==> src/rtl/mem_pkg.sv <==
// Shared definitions for the unified-memory arbiter and the core's store path.
// Holds the response-owner encoding, store strobe patterns and default RAM size.
package mem_pkg;

  localparam int DEFAULT_ADDR_W = 14;

  typedef enum logic [1:0] {
    RSP_NONE  = 2'b00,
    RSP_DATA  = 2'b01,
    RSP_INSTR = 2'b10
  } rsp_own_t;

  // Base (lane 0) strobes for sb/sh/sw; the core shifts them by the byte offset.
  localparam logic [3:0] WSTRB_BYTE = 4'b0001;
  localparam logic [3:0] WSTRB_HALF = 4'b0011;
  localparam logic [3:0] WSTRB_WORD = 4'b1111;

endpackage

==> src/rtl/mem_arbiter.sv <==
// Arbitrates one single-port synchronous RAM between data and fetch ports.
// Data has priority unless fetch has been starved MAX_STARVE cycles in a row.
module mem_arbiter
  import mem_pkg::*;
#(
  parameter int ADDR_W     = DEFAULT_ADDR_W,
  parameter int MAX_STARVE = 4
) (
  input  logic              clock,
  input  logic              reset_n,
  input  logic              d_req,
  input  logic              d_we,
  input  logic [31:0]       d_addr,
  input  logic [31:0]       d_wdata,
  input  logic [3:0]        d_wstrb,
  output logic              d_gnt,
  output logic              d_rvalid,
  output logic [31:0]       d_rdata,
  input  logic              i_req,
  input  logic [31:0]       i_addr,
  output logic              i_gnt,
  output logic              i_rvalid,
  output logic [31:0]       i_rdata,
  output logic              m_en,
  output logic [3:0]        m_we,
  output logic [ADDR_W-1:0] m_addr,
  output logic [31:0]       m_wdata,
  input  logic [31:0]       m_rdata
);

  localparam logic [3:0] STARVE_LIMIT = 4'(MAX_STARVE);

  // Handshake: a requester raises req with stable fields and keeps them until the
  // cycle gnt is high; that cycle is the transfer. Reads answer with rvalid one
  // cycle later; stores produce no response.

  logic [3:0] starve_cnt;
  logic [3:0] starve_cnt_next;
  rsp_own_t   rsp_own;
  rsp_own_t   rsp_own_next;
  logic       fetch_prio;

  assign fetch_prio = i_req & (starve_cnt == STARVE_LIMIT);
  assign d_gnt      = reset_n & d_req & ~fetch_prio;
  assign i_gnt      = reset_n & i_req & (~d_req | fetch_prio);

  always_comb begin
    m_en    = 1'b0;
    m_we    = 4'b0000;
    m_addr  = d_addr[ADDR_W+1:2];
    m_wdata = d_wdata;
    if (d_gnt) begin
      m_en = 1'b1;
      m_we = d_we ? d_wstrb : 4'b0000;
    end else if (i_gnt) begin
      m_en   = 1'b1;
      m_addr = i_addr[ADDR_W+1:2];
    end
  end

  always_comb begin
    starve_cnt_next = starve_cnt;
    if (!i_req || i_gnt) begin
      starve_cnt_next = 4'd0;
    end else if (starve_cnt != STARVE_LIMIT) begin
      starve_cnt_next = starve_cnt + 4'd1;
    end
  end

  always_comb begin
    rsp_own_next = RSP_NONE;
    if (d_gnt && !d_we) begin
      rsp_own_next = RSP_DATA;
    end else if (i_gnt) begin
      rsp_own_next = RSP_INSTR;
    end
  end

  always_ff @(posedge clock) begin
    if (!reset_n) begin
      starve_cnt <= 4'd0;
      rsp_own    <= RSP_NONE;
    end else begin
      starve_cnt <= starve_cnt_next;
      rsp_own    <= rsp_own_next;
    end
  end

  assign d_rvalid = (rsp_own == RSP_DATA);
  assign i_rvalid = (rsp_own == RSP_INSTR);
  assign d_rdata  = d_rvalid ? m_rdata : 32'h0;
  assign i_rdata  = i_rvalid ? m_rdata : 32'h0;

  // Byte offset and address bits above the RAM size are intentionally ignored.
  logic unused_addr_bits;
  assign unused_addr_bits = ^{d_addr[31:ADDR_W+2], d_addr[1:0],
                              i_addr[31:ADDR_W+2], i_addr[1:0]};

endmodule

==> config.mk <==
export PLATFORM = sky130hd
export DESIGN_NAME = mem_arbiter
export DESIGN_NICKNAME = d
export VERILOG_FILES = /design/src/rtl/mem_pkg.sv /design/src/rtl/mem_arbiter.sv
export SDC_FILE = /design/constraint.sdc
export NUM_CORES = 1
export LEC_CHECK = 0
export BUFFER_PORTS_ARGS = -buffer_cell sky130_fd_sc_hd__clkbuf_2
export CORE_AREA = 2 2 100 102
export DETAILED_ROUTE_END_ITERATION = 8
export DIE_AREA = 0 0 102 104
export GPL_ROUTABILITY_DRIVEN = 0
export HOLD_SLACK_MARGIN = 0.03
export PLACE_DENSITY = 0.46
export SLEW_MARGIN = 20
export SYNTH_ARGS = -nofsm -noshare
export SYNTH_HDL_FRONTEND = slang
export SYNTH_SLANG_ARGS = --single-unit
==> constraint.sdc <==
create_clock -name clock -period 2.84 [get_ports clock]
set_input_delay 0.426 -clock clock [delete_from_list [all_inputs] [get_ports clock]]
set_output_delay 0.426 -clock clock [all_outputs]
set_load 0.02 [all_outputs]
==> results.json, run 1 <==
{
  "outcome": "completed",
  "crit_fanout": 15,
  "finalCritPeriodShare": 0.934,
  "grt_pass1_vias": 1157,
  "antenna_cells": 0,
  "max_clock_freq_mhz": 377,
  "place_hpwl_microns": 3070,
  "final_cell_count_no_fill": 406,
  "arrival_ns": 2.23,
  "worst-slew-pin-transition_ns": 0.661,
  "crit_path_cell_trace": "inv_1 -> ha_1 -> and3b_1 -> o211a_1 -> mux2_2 -> clkbuf_2",
  "worst_max_slew_margin_expressed_relative_to_the_limit": 0.559,
  "timing.hold.worst.class": "input pin to flop",
  "layout_fillers": 1086,
  "ctsHtreeMaxLevel": 1,
  "grt_pass1_wl_microns": 4920,
  "drtAntennaViolNets": 0,
  "fin_crit_ns": 2.65,
  "worst_setup_path_start_kind": "flop",
  "grt.total_usage": 0.0563,
  "portBuffers": 155,
  "initial_cell_density_of_the_core": 0.124,
  "beginning_of_the_worst_hold_path": "d_we",
  "detail_route.vias_per_cell": 3.52,
  "total_standard_cell_area_after_synthesis_sq_um": 1190,
  "p_leak_nw": 1.15,
  "io-pin-count": 256,
  "holdPathEnd": "rsp_own[0]$_SDFF_PN0_",
  "critical_path.reg2reg.endpoint": "rsp_own[0]$_SDFF_PN0_",
  "drive_gt1_frac": 0.645,
  "core_region_area_sq_um": 9550,
  "largest_stage_delay_on_the_critical_path_ns": 0.60,
  "die_width_microns": 102,
  "ctsLongestPathBuffers": 2,
  "setup.reg_to_reg.worst_slack_ns": 1.22,
  "endpoint_kind": "primary output",
  "drc": 0,
  "post_cts_hold_buffer_count": 0,
  "yosys_register_bits": 6,
  "total_negative_slack_ns": 0,
  "share_clk_of_total_power": 0.299,
  "cts_sinks": 6,
  "finish.utilization": 0.200,
  "synthCells": 153,
  "skew_ns": 0.00128,
  "die_height_microns": 104,
  "critical_path_slowest_stage_cell": "sky130_fd_sc_hd__o211a_1",
  "synth.distinct_cells": 23,
  "placementRows": 36,
  "power_switching_share": 0.352,
  "p_sw_uw": 148,
  "cts_made_buffers": 3,
  "timing.hold.ws_ns": 0.444,
  "final_wirelength_microns": 3550,
  "power-per-cell-area_nw_per_um2": 221,
  "seq_power_share": 0.209,
  "vias": 1429,
  "first_pass_iters": 4,
  "grt.overflow.total": 0,
  "worstPathRequired_ns": 2.41,
  "grt_max_degree": 34,
  "cts.repair_timing.setup_buffer_count": 0,
  "grt_antenna_before_repair": 0,
  "layout.cells.most_common": "sky130_fd_sc_hd__clkbuf_2",
  "final_net_count": 414,
  "timing.setup.critical_path_class": "flop to primary output",
  "hold_path_depth": 2,
  "dp_cells": 403,
  "max_cap_violations": 0,
  "die_area_sq_um": 10600,
  "critical_path.n_buffers_inverters": 2,
  "hold_viol": 0,
  "internal_power_uw": 273,
  "worst-r2r-cell-count": 5,
  "ys_warn_count": 0,
  "cts.repair.resized": 0,
  "clk_transition_reported_paths_ns": 0.04,
  "layout.cells.most_common_list": "155 x sky130_fd_sc_hd__clkbuf_2, 64 x sky130_fd_sc_hd__and2_1, 9 x sky130_fd_sc_hd__mux2_4",
  "grt_setup_unrepaired": "no",
  "synth-seq-area-share": 0.101,
  "multiInputGateArea_sq_um": 776,
  "dr.first_iter.drc_count": 14,
  "clock_tree.root_cell": "sky130_fd_sc_hd__clkbuf_8",
  "ir_worst_vdd_v": 0.000157,
  "timing.critical_path.max_delay_family": "compound AO/OA/AOI/OAI gates",
  "final-seq-area_sq_um": 120,
  "timing.final.max_slew_violations": 0,
  "clk_latency_ns": 0.22,
  "routed_wire_length_per_instance_microns": 8.74,
  "power.combinational.fraction": 0.492,
  "area_growth_pct": 60.5,
  "post_synth.cell_area_avg_sq_um": 7.76,
  "final_setup_violations": 0,
  "r2r-start": "starve_cnt[0]$_SDFFE_PP0P_",
  "tritoncts": "done",
  "syn-num-nets": 292
}
==> routing by layer <==
| layer | vias up | part of all wire | global-route usage |
|---|---|---|---|
| met5 | - | 0 | 0 |
| met4 | 0 | 0.017 | 0.0295 |
| met3 | 6 | 0.16 | 0.0161 |
| met2 | 135 | 0.49 | 0.110 |
| met1 | 592 | 0.34 | 0.0500 |
| li1 | 696 | - | - |
==> area by class of cell <==
| type | instances | area share |
|---|---|---|
| multi-input cells | 104 | 0.407 |
| well taps | 133 | 0.0873 |
| repair buffers | 157 | 0.415 |
| flip-flops and latches | 6 | 0.0630 |
| clock buffers | 3 | 0.0217 |
| inverters | 3 | 0.00591 |
==> kinds of logic (layout without fill, tap and decap cells) <==
kind of cell,Yosys count,count (layout),share of synthesized area
AOI/OAI and AO/OA,5,5,0.0316
adders and majority gates,2,2,0.0211
buffers and inverters,43,163,0.250
DFF,6,6,0.101
muxes,15,15,0.170
and+or+nand+nor,82,82,0.427
==> stage by stage <==
step	instance area, sq um	worst slack, ns	total power [mW]
floorplan	1190	0.748	0.269
global placement	1860	0.418	0.297
detailed placement	1860	0.392	0.299
CTS	1910	0.155	0.429
global route	1910	0.0296	0.451
finish	1910	0.187	0.422
==> registers in the layout, indices dropped and copies added (netlist names) <==
name        count
rsp_own         2
starve_cnt      4
==> synth_stat cells <==
library cell	instances	share of area
sky130_fd_sc_hd__nor2b_1	3	0.016
sky130_fd_sc_hd__inv_1	3	0.0095
sky130_fd_sc_hd__nand2b_1	2	0.011
sky130_fd_sc_hd__o211a_1	2	0.017
sky130_fd_sc_hd__mux2i_1	1	0.0084
sky130_fd_sc_hd__nor2_1	2	0.0063
sky130_fd_sc_hd__nand3b_1	1	0.0063
sky130_fd_sc_hd__nor3_1	1	0.0042
sky130_fd_sc_hd__buf_6	2	0.019
sky130_fd_sc_hd__buf_4	32	0.20
sky130_fd_sc_hd__o21a_1	1	0.0063
sky130_fd_sc_hd__mux2_4	9	0.11
sky130_fd_sc_hd__a21oi_1	2	0.0084
sky130_fd_sc_hd__and2_1	64	0.34
sky130_fd_sc_hd__and3_1	4	0.021
sky130_fd_sc_hd__clkbuf_1	6	0.019
sky130_fd_sc_hd__and3b_1	1	0.0074
sky130_fd_sc_hd__nand2_1	1	0.0032
sky130_fd_sc_hd__dfxtp_1	6	0.10
sky130_fd_sc_hd__nand3_1	2	0.0084
sky130_fd_sc_hd__nor3b_1	1	0.0063
sky130_fd_sc_hd__ha_1	2	0.021
sky130_fd_sc_hd__mux2_2	5	0.047
==> worst max-delay path by stage <==
stage / start / to / slack, ns / cells past startpoint
after floorplan: starve_cnt[0]$_SDFFE_PP0P_ / m_we[0] / 0.75 / 5
after global placement: starve_cnt[0]$_SDFFE_PP0P_ / m_addr[3] / 0.42 / 6
after detailed placement: starve_cnt[0]$_SDFFE_PP0P_ / m_addr[13] / 0.39 / 6
after CTS: starve_cnt[0]$_SDFFE_PP0P_ / m_addr[3] / 0.16 / 6
after global routing: starve_cnt[0]$_SDFFE_PP0P_ / m_addr[0] / 0.03 / 6
final: starve_cnt[0]$_SDFFE_PP0P_ / m_addr[3] / 0.19 / 6
==> power by group through the flow <==
stage / Combinational [mW] / Clock (mW) / Sequential, mW
after floorplan: 0.181 / 0 / 0.0888
after global placement: 0.208 / 0 / 0.0893
after detailed placement: 0.209 / 0 / 0.0893
after CTS: 0.210 / 0.131 / 0.0880
after global routing: 0.225 / 0.138 / 0.0883
final: 0.207 / 0.126 / 0.0880
Note: power is estimated with default switching activity, not from simulation.
==> run 2, diff against run 1 <==
CORE_AREA = 2 2 98 100   (was 2 2 100 102)
DIE_AREA = 0 0 100 102   (was 0 0 102 104)
PLACE_DENSITY = 0.47   (was 0.46)
SKIP_CTS_REPAIR_TIMING = 1   (was not set)
clock period = 2.5 ns   (was 2.84 ns; I/O delays follow)
==> run 2 against run 1 <==
Combinational power increased by 14%. First-iteration DRC count decreased by 14%. Sequential share of layout area increased by 0.067 points. Power increased by 14%. Critical endpoint is now m_addr[10]. Largest power group unchanged.
==> results.json, run 2 (synthesized netlist as in run 1, its figures left out) <==
{
  "dr.first_iter.drc_count": 12,
  "finalCritPeriodShare": 0.956,
  "io-pin-count": 256,
  "antenna_cells": 0,
  "top_layer_used": "met4",
  "placementRows": 35,
  "holdPathEnd": "rsp_own[0]$_SDFF_PN0_",
  "area_growth_pct": 58.8,
  "p_sw_uw": 170,
  "final_wirelength_microns": 3740,
  "critical_path.reg2reg.endpoint": "rsp_own[0]$_SDFF_PN0_",
  "worst-r2r-cell-count": 5,
  "endpoint_kind": "primary output",
  "routedLengthMet1_microns": 1270,
  "power.combinational.fraction": 0.493,
  "hold_viol": 0,
  "biggestRegsByFlops": "starve_cnt (4), rsp_own (2)",
  "met3_length_microns": 594,
  "ir_worst_vdd_v": 0.000154,
  "outcome": "completed",
  "ctsHtreeMaxLevel": 1,
  "grt.total_usage": 0.0637,
  "p_leak_nw": 1.15,
  "grt_max_degree": 34,
  "r2r-start": "starve_cnt[0]$_SDFFE_PP0P_",
  "die_width_microns": 100,
  "grt_setup_unrepaired": "no",
  "timing.setup.critical_path_class": "flop to primary output",
  "beginning_of_the_worst_hold_path": "d_we",
  "tritoncts": "done",
  "drtAntennaViolNets": 0,
  "clk_latency_ns": 0.22,
  "core_region_area_sq_um": 9110,
  "grt.overflow.total": 0,
  "grt_antenna_before_repair": 0,
  "hold_path_depth": 2,
  "ctsLongestPathBuffers": 2,
  "portBuffers": 155,
  "first_pass_iters": 4,
  "cts_sinks": 6,
  "number_of_flip_flops_under_the_largest_register_name": 4,
  "die_area_sq_um": 10200,
  "place_hpwl_microns": 3300,
  "drc": 0,
  "regMostFlops": "starve_cnt",
  "power-per-cell-area_nw_per_um2": 255,
  "met2WireLength_microns": 1820,
  "cts_made_buffers": 3,
  "final_net_count": 415,
  "fin_crit_ns": 2.39,
  "layout.cells.most_common": "sky130_fd_sc_hd__clkbuf_2",
  "share_clk_of_total_power": 0.299,
  "worst-slew-pin-transition_ns": 0.400,
  "grt_pass1_wl_microns": 5110,
  "clk_transition_reported_paths_ns": 0.03,
  "timing.critical_path.from": "starve_cnt[0]$_SDFFE_PP0P_",
  "overall_power_after_layout_uw": 481,
  "clock_tree.root_cell": "sky130_fd_sc_hd__clkbuf_8",
  "drive_gt1_frac": 0.646,
  "vias": 1453,
  "skew_ns": 0.00301,
  "crit_fanout": 15,
  "total_negative_slack_ns": 0,
  "max_cap_violations": 0,
  "worstPathRequired_ns": 2.12,
  "arrival_ns": 2.01,
  "layout.cells.most_common_list": "155 x sky130_fd_sc_hd__clkbuf_2, 64 x sky130_fd_sc_hd__and2_1, 9 x sky130_fd_sc_hd__mux2_4",
  "timing.hold.worst.class": "input pin to flop",
  "worst_setup_path_start_kind": "flop",
  "initial_cell_density_of_the_core": 0.130,
  "power_switching_share": 0.354,
  "worst_max_slew_margin_expressed_relative_to_the_limit": 0.733,
  "timing.final.max_slew_violations": 0,
  "final_setup_violations": 0,
  "internal_power_uw": 311,
  "setup.reg_to_reg.worst_slack_ns": 0.99,
  "detail_route.vias_per_cell": 3.77,
  "seq_power_share": 0.208,
  "grt_pass1_vias": 1168,
  "routed_wire_length_per_instance_microns": 9.70,
  "max_clock_freq_mhz": 418,
  "die_height_microns": 102
}
## run 2: cell type report
cell class	instances	area (sq um)
timing repair buffer	158	798
tap	111	139
clock buffer	3	41.3
inverter	3	11.3
fill	1039	7220
sequential	6	120
multi-input combinational	104	776
## run 2: worst max-delay path by stage
| stage | end |
|---|---|
| after floorplan | m_we[0] |
| after global placement | m_addr[4] |
| after detailed placement | m_addr[4] |
| after CTS | m_addr[4] |
| after global routing | m_addr[2] |
| final | m_addr[10] |
## run 2: per-stage QoR
| step | utilization | hold slack [ns] | setup WS [ns] | instance area, sq um | instances |
|---|---|---|---|---|---|
| after floorplan | - | 0.447 | 0.459 | 1190 | 153 |
| after global placement | 0.202 | 0.488 | 0.342 | 1840 | 382 |
| after detailed placement | 0.202 | 0.499 | 0.328 | 1840 | 382 |
| after CTS | 0.207 | 0.380 | 0.0837 | 1890 | 385 |
| after global routing | 0.207 | 0.393 | 0.00454 | 1890 | 385 |
| final | 0.207 | 0.378 | 0.110 | 1890 | 385 |
## run 2: worst max-delay path, stage by stage (launching register included)
cell and delay (ns):
sky130_fd_sc_hd__dfxtp_1 0.37, sky130_fd_sc_hd__inv_1 0.06, sky130_fd_sc_hd__ha_1 0.22, sky130_fd_sc_hd__and3b_1 0.24
sky130_fd_sc_hd__o211a_1 0.22, sky130_fd_sc_hd__buf_4 0.20, sky130_fd_sc_hd__mux2_4 0.32, sky130_fd_sc_hd__clkbuf_2 0.16
## run 2: power groups by stage
stage,Sequential (mW),Combinational (mW),Clock (mW)
2_1_floorplan,0.101,0.205,0
3_3_place_gp,0.101,0.239,0
3_5_place_dp,0.101,0.241,0
4_1_cts,0.100,0.242,0.149
5_1_grt,0.100,0.258,0.156
6_report,0.100,0.237,0.144
## run 2: metal layers
layer,up-vias,GRT usage
met4,0,0.0295
met3,4,0.0239
met2,146,0.122
met1,606,0.0603
li1,697,-
met5,-,0
